===== config.mk =====
export PLATFORM = sky130hd
export DESIGN_NAME = instr_encoder
export DESIGN_NICKNAME = d
export VERILOG_FILES = /design/src/rtl/mips_pkg.sv /design/src/rtl/instr_field_pack.sv /design/src/rtl/instr_encoder.sv
export SDC_FILE = /design/constraint.sdc
export NUM_CORES = 1
export LEC_CHECK = 0
export CAP_MARGIN = 30
export CORE_UTILIZATION = 47
export DETAILED_ROUTE_END_ITERATION = 16
export HOLD_SLACK_MARGIN = 0.08
export MAX_ROUTING_LAYER = met4
export PLACE_DENSITY = 0.92
export SLEW_MARGIN = 40
export SYNTH_ARGS = -nofsm -noshare
export SYNTH_HDL_FRONTEND = slang
export SYNTH_SLANG_ARGS = --single-unit

===== constraint.sdc =====
create_clock -name clk -period 2.85 [get_ports clk]
set_input_delay 0.285 -clock clk [delete_from_list [all_inputs] [get_ports clk]]
set_output_delay 0.285 -clock clk [all_outputs]
set_load 0.05 [all_outputs]

===== src/rtl/mips_pkg.sv =====
// rtl/mips_pkg.sv - shared opcode/funct constants, in_op kinds, FSM state type and word packers
package mips_pkg;

  // Primary opcodes
  localparam logic [5:0] OPC_RTYPE = 6'd0;
  localparam logic [5:0] OPC_BEQ   = 6'd4;
  localparam logic [5:0] OPC_ADDI  = 6'd8;
  localparam logic [5:0] OPC_LUI   = 6'd15;
  localparam logic [5:0] OPC_LW    = 6'd35;
  localparam logic [5:0] OPC_SW    = 6'd43;

  // R-type funct codes
  localparam logic [5:0] FN_ADD = 6'h20;
  localparam logic [5:0] FN_SUB = 6'h22;
  localparam logic [5:0] FN_AND = 6'h24;
  localparam logic [5:0] FN_OR  = 6'h25;
  localparam logic [5:0] FN_SLT = 6'h2A;

  // Instruction kind presented on in_op; 10..15 are illegal
  typedef enum logic [3:0] {
    KIND_ADD  = 4'd0,
    KIND_SUB  = 4'd1,
    KIND_AND  = 4'd2,
    KIND_OR   = 4'd3,
    KIND_SLT  = 4'd4,
    KIND_ADDI = 4'd5,
    KIND_LW   = 4'd6,
    KIND_SW   = 4'd7,
    KIND_BEQ  = 4'd8,
    KIND_LUI  = 4'd9
  } kind_e;

  typedef enum logic [1:0] {
    ST_IDLE  = 2'd0,
    ST_WRITE = 2'd1,
    ST_FULL  = 2'd2
  } state_e;

  // {op, rs, rt, rd, shamt=0, funct}
  function automatic logic [31:0] pack_r(input logic [4:0] rs, input logic [4:0] rt,
                                         input logic [4:0] rd, input logic [5:0] funct);
    return {OPC_RTYPE, rs, rt, rd, 5'd0, funct};
  endfunction

  // {op, rs, rt, imm}
  function automatic logic [31:0] pack_i(input logic [5:0] op, input logic [4:0] rs,
                                         input logic [4:0] rt, input logic [15:0] imm);
    return {op, rs, rt, imm};
  endfunction

endpackage


===== src/rtl/instr_field_pack.sv =====
// rtl/instr_field_pack.sv - combinational field-to-word packing and illegal kind detection
module instr_field_pack
  import mips_pkg::*;
(
  input  logic [3:0]  op_i,
  input  logic [4:0]  rs_i,
  input  logic [4:0]  rt_i,
  input  logic [4:0]  rd_i,
  input  logic [15:0] imm_i,
  output logic [31:0] word_o,
  output logic        illegal_o
);

  // Decode the kind into its opcode/funct and assemble the word; rd is dropped for I-type
  always_comb begin
    word_o    = '0;
    illegal_o = 1'b0;
    case (op_i)
      KIND_ADD:  word_o = pack_r(rs_i, rt_i, rd_i, FN_ADD);
      KIND_SUB:  word_o = pack_r(rs_i, rt_i, rd_i, FN_SUB);
      KIND_AND:  word_o = pack_r(rs_i, rt_i, rd_i, FN_AND);
      KIND_OR:   word_o = pack_r(rs_i, rt_i, rd_i, FN_OR);
      KIND_SLT:  word_o = pack_r(rs_i, rt_i, rd_i, FN_SLT);
      KIND_ADDI: word_o = pack_i(OPC_ADDI, rs_i, rt_i, imm_i);
      KIND_LW:   word_o = pack_i(OPC_LW, rs_i, rt_i, imm_i);
      KIND_SW:   word_o = pack_i(OPC_SW, rs_i, rt_i, imm_i);
      KIND_BEQ:  word_o = pack_i(OPC_BEQ, rs_i, rt_i, imm_i);
      KIND_LUI:  word_o = pack_i(OPC_LUI, 5'd0, rt_i, imm_i);
      default:   illegal_o = 1'b1;
    endcase
  end

endmodule


===== src/rtl/instr_encoder.sv =====
// rtl/instr_encoder.sv - instruction encoder writing packed words to imem; IMEM_ADDR_WRAP_EN selects pointer wrap vs FULL stop
module instr_encoder
  import mips_pkg::*;
(
  input  logic        clk,
  input  logic        rst_n,
  input  logic        clr,
  input  logic        in_valid,
  output logic        in_ready,
  input  logic [3:0]  in_op,
  input  logic [4:0]  in_rs,
  input  logic [4:0]  in_rt,
  input  logic [4:0]  in_rd,
  input  logic [15:0] in_imm,
  output logic        imem_we,
  output logic [7:0]  imem_addr,
  output logic [31:0] imem_wdata,
  output logic [8:0]  count,
  output logic        full,
  output logic        err
);

  state_e      state_q;
  logic [7:0]  ptr_q, ptr_d;
  logic [8:0]  count_q, count_d;
  logic        full_q;
  logic        we_q;
  logic [31:0] wdata_q;
  logic        err_q;

  logic [31:0] packed_word;
  logic        op_illegal;
  logic        handshake;

  instr_field_pack u_pack (
    .op_i      (in_op),
    .rs_i      (in_rs),
    .rt_i      (in_rt),
    .rd_i      (in_rd),
    .imm_i     (in_imm),
    .word_o    (packed_word),
    .illegal_o (op_illegal)
  );

  // Ready only while idle, out of reset and not being cleared
  assign in_ready  = rst_n & ~clr & (state_q == ST_IDLE);
  assign handshake = in_valid & in_ready;

  // Next pointer and count applied when a write retires
  always_comb begin
    ptr_d = ptr_q + 8'd1;
`ifdef IMEM_ADDR_WRAP_EN
    count_d = (count_q == 9'd256) ? count_q : count_q + 9'd1;
`else
    count_d = count_q + 9'd1;
`endif
  end

  // Control FSM with registered strobe, data, error and bookkeeping
  always_ff @(posedge clk) begin
    if (!rst_n) begin
      state_q <= ST_IDLE;
      ptr_q   <= '0;
      count_q <= '0;
      full_q  <= 1'b0;
      we_q    <= 1'b0;
      wdata_q <= '0;
      err_q   <= 1'b0;
    end else begin
      we_q  <= 1'b0;
      err_q <= 1'b0;
      case (state_q)
        ST_IDLE: begin
          if (clr) begin
            ptr_q   <= '0;
            count_q <= '0;
            full_q  <= 1'b0;
          end else if (handshake) begin
            if (op_illegal) begin
              err_q <= 1'b1;
            end else begin
              we_q    <= 1'b1;
              wdata_q <= packed_word;
              state_q <= ST_WRITE;
            end
          end
        end
        ST_WRITE: begin
          if (clr) begin
            // The strobe already happened this cycle; just discard the advance
            ptr_q   <= '0;
            count_q <= '0;
            full_q  <= 1'b0;
            state_q <= ST_IDLE;
          end else begin
            ptr_q   <= ptr_d;
            count_q <= count_d;
`ifdef IMEM_ADDR_WRAP_EN
            state_q <= ST_IDLE;
`else
            if (ptr_q == 8'hFF) begin
              full_q  <= 1'b1;
              state_q <= ST_FULL;
            end else begin
              state_q <= ST_IDLE;
            end
`endif
          end
        end
        ST_FULL: begin
          if (clr) begin
            ptr_q   <= '0;
            count_q <= '0;
            full_q  <= 1'b0;
            state_q <= ST_IDLE;
          end
        end
        default: state_q <= ST_IDLE;
      endcase
    end
  end

  assign imem_we    = we_q;
  assign imem_addr  = ptr_q;
  assign imem_wdata = wdata_q;
  assign count      = count_q;
  assign full       = full_q;
  assign err        = err_q;

endmodule


==> metrics.txt, run 1 <==
Vias=about 2,300; CP Capture Type=flip-flop; vias per inst=5.43; Worst EP arrival=roughly 2100 ps; Slew Viols, Final=0; clk_lat worst skew=310 ps; # setup viols final=0; Cell Count, Final, Fillers Out=~420; ys async rst share=0; cell count after synthesis=about 280; Setup TNS=0 ps; status=finished clean; Distinct cells, synth=44; HPWL Detailed=between 4 and 5 mm; Synth top cells by count=dfxtp_1, nand3_1, nand2_1; die area=0.00531 sq mm; peak supply drop=around 0.00024 V; Syn. warnings=0; register area share after synthesis=0.441; Tcrit/Tclk final=0.677; synthesis-to-finish area growth=43.0%; Post-synth EDFFs=0; Crit path depth=6; share of the synthesized area in the top cell type=0.441; DRT Pass-1 Iters=4; first-pass GRT wire length=roughly 9.6 mm; fin nets=slightly below 400; r2r worst-path depth=5; top-count cell post-synth=dfxtp_1; # DRC=0; htree depth=2; Total Wirelength=5.98 mm; Synth area leaders=dfxtp_1, nand3_1, nand2_1, xnor2_1, a21oi_1; Most used DFF post-synth=dfxtp_1; unrepaired setup endpoints after global routing=false; Pleak=around 0.0012 uW; Avg Cell Area, Syn=8.59 sq um; Placed Cells=416; Worst-Margin Slew=657 ps; antenna violations before repair=0; number of global-route vias before repair=about 2,100; Hold Violations, Final=0; Cell Rows=25; grt total ovfl=0; share of cells above drive strength 1=0.0560; post-route ant nets=0; worst clock skew=between 7 and 8 ps; CP required=between 3000 and 4000 ps; chip height=72.9 um; post-synth top area cell=dfxtp_1; Hold Buf Count CTS=0; Clk pin slew, worst setup/hold paths=approximately 90 ps; hold crit path type=flip-flop to flip-flop; # Post-CTS Setup Buffers=0; highest cell delay on the worst timing path=just over 600 ps; Synth Cell Area=between 0.002 and 0.0025 sq mm; Die Wd=approximately 73 um; Crit Path Class=input pin to flip-flop; Hold Slack=approximately 460 ps; All-Layer GR Usage=0.240; GP Congestion=between 0.8 and 0.9; CTS tree=yes; Worst path slowest cell=clkdlybuf4s50_1; CP max FO=28; DR iter-0 viols=119; Net Count, Synth=316; Max Cap Violations=0; Inserted Diodes=0; Cell Chain, Critical Path=clkdlybuf4s50_1, o21ai_0, nand3_2, inv_2, o221ai_1, o211a_1; Worst setup SP type=input pin; Seq cells post-synth=52; clock root buffer=clkbuf_8; Num CTS Buffers=5; crit path time final=approximately 1900 ps; # clock sinks=52; Core Area=0.00479 sq mm; pin count of the biggest net entering global routing=48; power per cell area=424 mW/mm^2; Resized Gates After CTS=0; clock buffer depth=2; port buffer count=90; Final Core Density=0.705; I/O pins=92; Fmax=518 MHz; routed length per placed instance=approximately 14 um; Power Total=1430 uW; Initial Utilization=0.493; critical path's top delay family=buffers and inverters; Max-Slew Margin vs Limit=0.557; crit path buf inv count=2; hold path depth=2
final timing paths:
kind                                       end  slack (ps)           start
worst max-delay path             imem_wdata[5]         920        in_op[1]
worst min-delay path            imem_wdata[23]         460  imem_wdata[23]
worst max register to register   imem_wdata[5]        1060      state_q[0]
worst min register to register  imem_wdata[23]         460  imem_wdata[23]
metrics by stage:
| stage | cell area, sq um | setup WS (ps) |
|---|---|---|
| after CTS | 3380 | 949 |
| after global routing | 3380 | 844 |
| after floorplan | 2360 | 988 |
| after detailed placement | 3290 | 662 |
| after global placement | 3290 | 685 |
| final | 3380 | 920 |
power breakdown:
part / internal (uW) / total (uW) / switching (uW)
logic: 107 / 249 / 142
registers: 741 / 751 / 9.75
clock network: 199 / 431 / 233
total: 1050 / 1430 / 385
placed cells by master (no fill, tap or decap), types with 5 or more instances in the layout:
| master | netlist | layout |
|---|---|---|
| mux2i_1 | 7 | 7 |
| clkbuf_8 | 0 | 6 |
| o31ai_1 | 7 | 7 |
| a2bb2oi_1 | 5 | 5 |
| o21ai_0 | 14 | 14 |
| nand3_1 | 33 | 33 |
| xnor2_1 | 11 | 11 |
| a21oi_1 | 18 | 18 |
| nand2_1 | 30 | 30 |
| buf_4 | 3 | 5 |
| nor2_1 | 21 | 21 |
| inv_1 | 5 | 5 |
| clkdlybuf4s50_1 | 0 | 89 |
| nor2b_1 | 6 | 6 |
| dfxtp_1 | 52 | 52 |
logic make-up (layout without fill, tap and decap cells):
family	count (synthesis)	count (layout)	synth area share
DFF	52	52	0.441
xor gates and xnor gates	12	12	0.0445
muxes	7	7	0.0297
AOI/OAI and AO/OA	69	69	0.199
other	1	1	0.00159
and+or+nand+nor	105	105	0.219
buffers and inverters	27	109	0.0551
adders and majority gates	2	2	0.0106
state kept, by name, summed over array words and instances (netlist names):
register	cells
err	1
imem_wdata	30
state_q	2
full	1
count	9
imem_we	1
imem_addr	8
tightest hold or removal path: stages, from the launching register on:
cell and delay, ps:
dfxtp_1 320, nand3_1 60, nand2_1 50
layout make-up:
type | count | area [sq um]
Timing Repair Buffer | 95 | 948
Tap cell | 67 | 83.8
Multi-Input combinational cell | 196 | 1190
Inverter | 6 | 22.5
Clock buffer | 8 | 90.1
Sequential cell | 52 | 1040
Fill cell | 387 | 1410
routing by layer:
metal,up-vias,GRT usage,share of wire
li1,1132,-,-
met1,1073,0.282,0.43
met2,87,0.399,0.49
met3,9,0.0677,0.065
met4,0,0.0697,0.014
met5,-,-,0
Note: power is estimated with default switching activity, not from simulation.
==> inputs of run 2 (changes only) <==
--- a/config.mk
+++ b/config.mk
@@ -6,11 +6,11 @@
 export NUM_CORES = 1
 export LEC_CHECK = 0
 export CAP_MARGIN = 30
-export CORE_UTILIZATION = 47
+export CORE_UTILIZATION = 39
 export DETAILED_ROUTE_END_ITERATION = 16
 export HOLD_SLACK_MARGIN = 0.08
 export MAX_ROUTING_LAYER = met4
-export PLACE_DENSITY = 0.92
+export PLACE_DENSITY = 0.83
 export SLEW_MARGIN = 40
 export SYNTH_ARGS = -nofsm -noshare
 export SYNTH_HDL_FRONTEND = slang
==> constraint.sdc (replaced) <==
create_clock -name clk -period 1.55 [get_ports clk]
set_input_delay 0.155 -clock clk [delete_from_list [all_inputs] [get_ports clk]]
set_output_delay 0.155 -clock clk [all_outputs]
set_load 0.05 [all_outputs]
==> metrics.txt, run 2 (same netlist as run 1, synthesis figures left out) <==
status=finished clean; Worst EP arrival=1280 ps; R2R setup slack=150 ps; CP max FO=4; vias per inst=approximately 5; Clk pin slew, worst setup/hold paths=roughly 100 ps; chip height=between 70 and 80 um; Power Total=about 2700 uW; RR Startpoint=state_q[1]; clk_lat worst skew=310 ps; # clock sinks=between 50 and 60; port buffer count=90; fillers=508; Die Wd=79.8 um; Psw=approximately 760 uW; Critical Path End=in_ready; most frequent cells in the layout=buf_4, dfxtp_1, clkdlybuf4s50_1; Core Area=0.00568 sq mm; CP required=approximately 1400 ps; Inserted Diodes=0; Post-DP Area=roughly 0.0035 sq mm; peak supply drop=about 0.00043 V; All-Layer GR Usage=0.205; clock root buffer=clkbuf_8; clock buffer depth=2; Net Sw Frac=0.280; Crit Path Class=flip-flop to output port; Fmax=between 600 and 700 MHz; DR iter-0 viols=roughly 80; antenna violations before repair=0; Initial Utilization=0.416; grt total ovfl=0; I/O pins=a little over 90; FF-to-FF End=imem_wdata[6]; fin nets=around 420; CP Capture Type=output port; Final Core Density=0.627; crit path time final=1430 ps; # DRC=0; Hold Violations, Final=0; DRT Pass-1 Iters=4; # Post-CTS Setup Buffers=0; number of global-route vias before repair=2,227; first-pass GRT wire length=approximately 10 mm; Hold Slack=353 ps; Slew Viols, Final=0; design area=about 0.0036 sq mm; pin count of the biggest net entering global routing=27; hold crit path type=input pin to flip-flop; synthesis-to-finish area growth=50.6%; clock power share=0.306; HPWL Detailed=4.62 mm; worst clock skew=2.83 ps; routed length per placed instance=around 13 um; Cell Rows=27; post-route ant nets=0; Pleak=roughly 0.0015 uW; Hold Buf Count CTS=0; Cell Count, Final, Fillers Out=approximately 460; Flop pwr share=0.508; die area=~0.0064 sq mm; Total Wirelength=approximately 6 mm; max reg flops=30; GP Congestion=~0.85; Tcrit/Tclk final=0.923; internal power=1960 uW; CP Launch Point=state_q[1]; CTS tree=yes; htree depth=2; Placed Cells=between 400 and 500; r2r worst-path depth=4; share of cells above drive strength 1=0.316; Worst setup SP type=flip-flop; Num CTS Buffers=5; # setup viols final=0; power share of the combinational group=0.185; Max Cap Violations=0; commonest non-fill, non-tap cell in the layout=buf_4; power per cell area=between 700 and 800 mW/mm^2; Vias=about 2,300; unrepaired setup endpoints after global routing=false
-- run 2: cell count changes in the layout (fill, tap and decap cells not counted), sizes merged --
cell / delta
clkdlybuf4s50: -53
clkinvlp: +2
buf: +78
clkbuf: -2
dlymetal6s2s: +1
-- run 2: worst max-delay path, cell delays in order (launching register included) --
cell     delay, ps
dfxtp_2        350
nor4b_4        290
buf_4          180
buf_12         130
-- run 2: layout make-up --
class	instances	area [sq um]	share of cell area
clock buffer	6	82.6	0.0232
multi-input combinational	196	1260	0.354
tap	72	90.1	0.0253
inverter	6	22.5	0.00633
timing repair buffer	121	1040	0.292
clock inverter	2	15.0	0.00422
sequential	52	1050	0.295
-- run 2: how the worst min path moves through the flow --
stage                     cells after the start            from             end
after floorplan                               2        in_rt[0]  imem_wdata[16]
after global placement                        2  imem_wdata[20]  imem_wdata[20]
after detailed placement                      2  imem_wdata[20]  imem_wdata[20]
after global routing                          4           rst_n  imem_wdata[22]
after CTS                                     4           rst_n  imem_wdata[22]
final                                         4           rst_n  imem_wdata[23]
-- run 2: stage by stage --
stage	setup WS, ps	TNS, ps
final	119	0
after global routing	34.1	0
after CTS	60.3	0
after detailed placement	-219	-5210
after global placement	-148	-3920
after floorplan	-260	-6760
-- run 2: power by group through the flow --
stage,logic [uW],registers [uW],clock network (uW)
final,503,1380,832
after global routing,539,1390,907
after CTS,506,1380,851
after detailed placement,504,1410,0
after global placement,498,1410,0
after floorplan,183,1500,0
-- run 2: metal layers --
metal	vias up	track usage	routed length [um]
met1	1068	0.225	2510
met2	69	0.362	3030
met3	8	0.0480	377
met5	-	-	0
li1	1183	-	-
met4	0	0.0696	79
-- run 2: timing repair --
item / in CTS / in global routing
hold endpoints to repair: 0 / 0
setup endpoints to repair: 0 / 7
gates resized for setup: 0 / 2
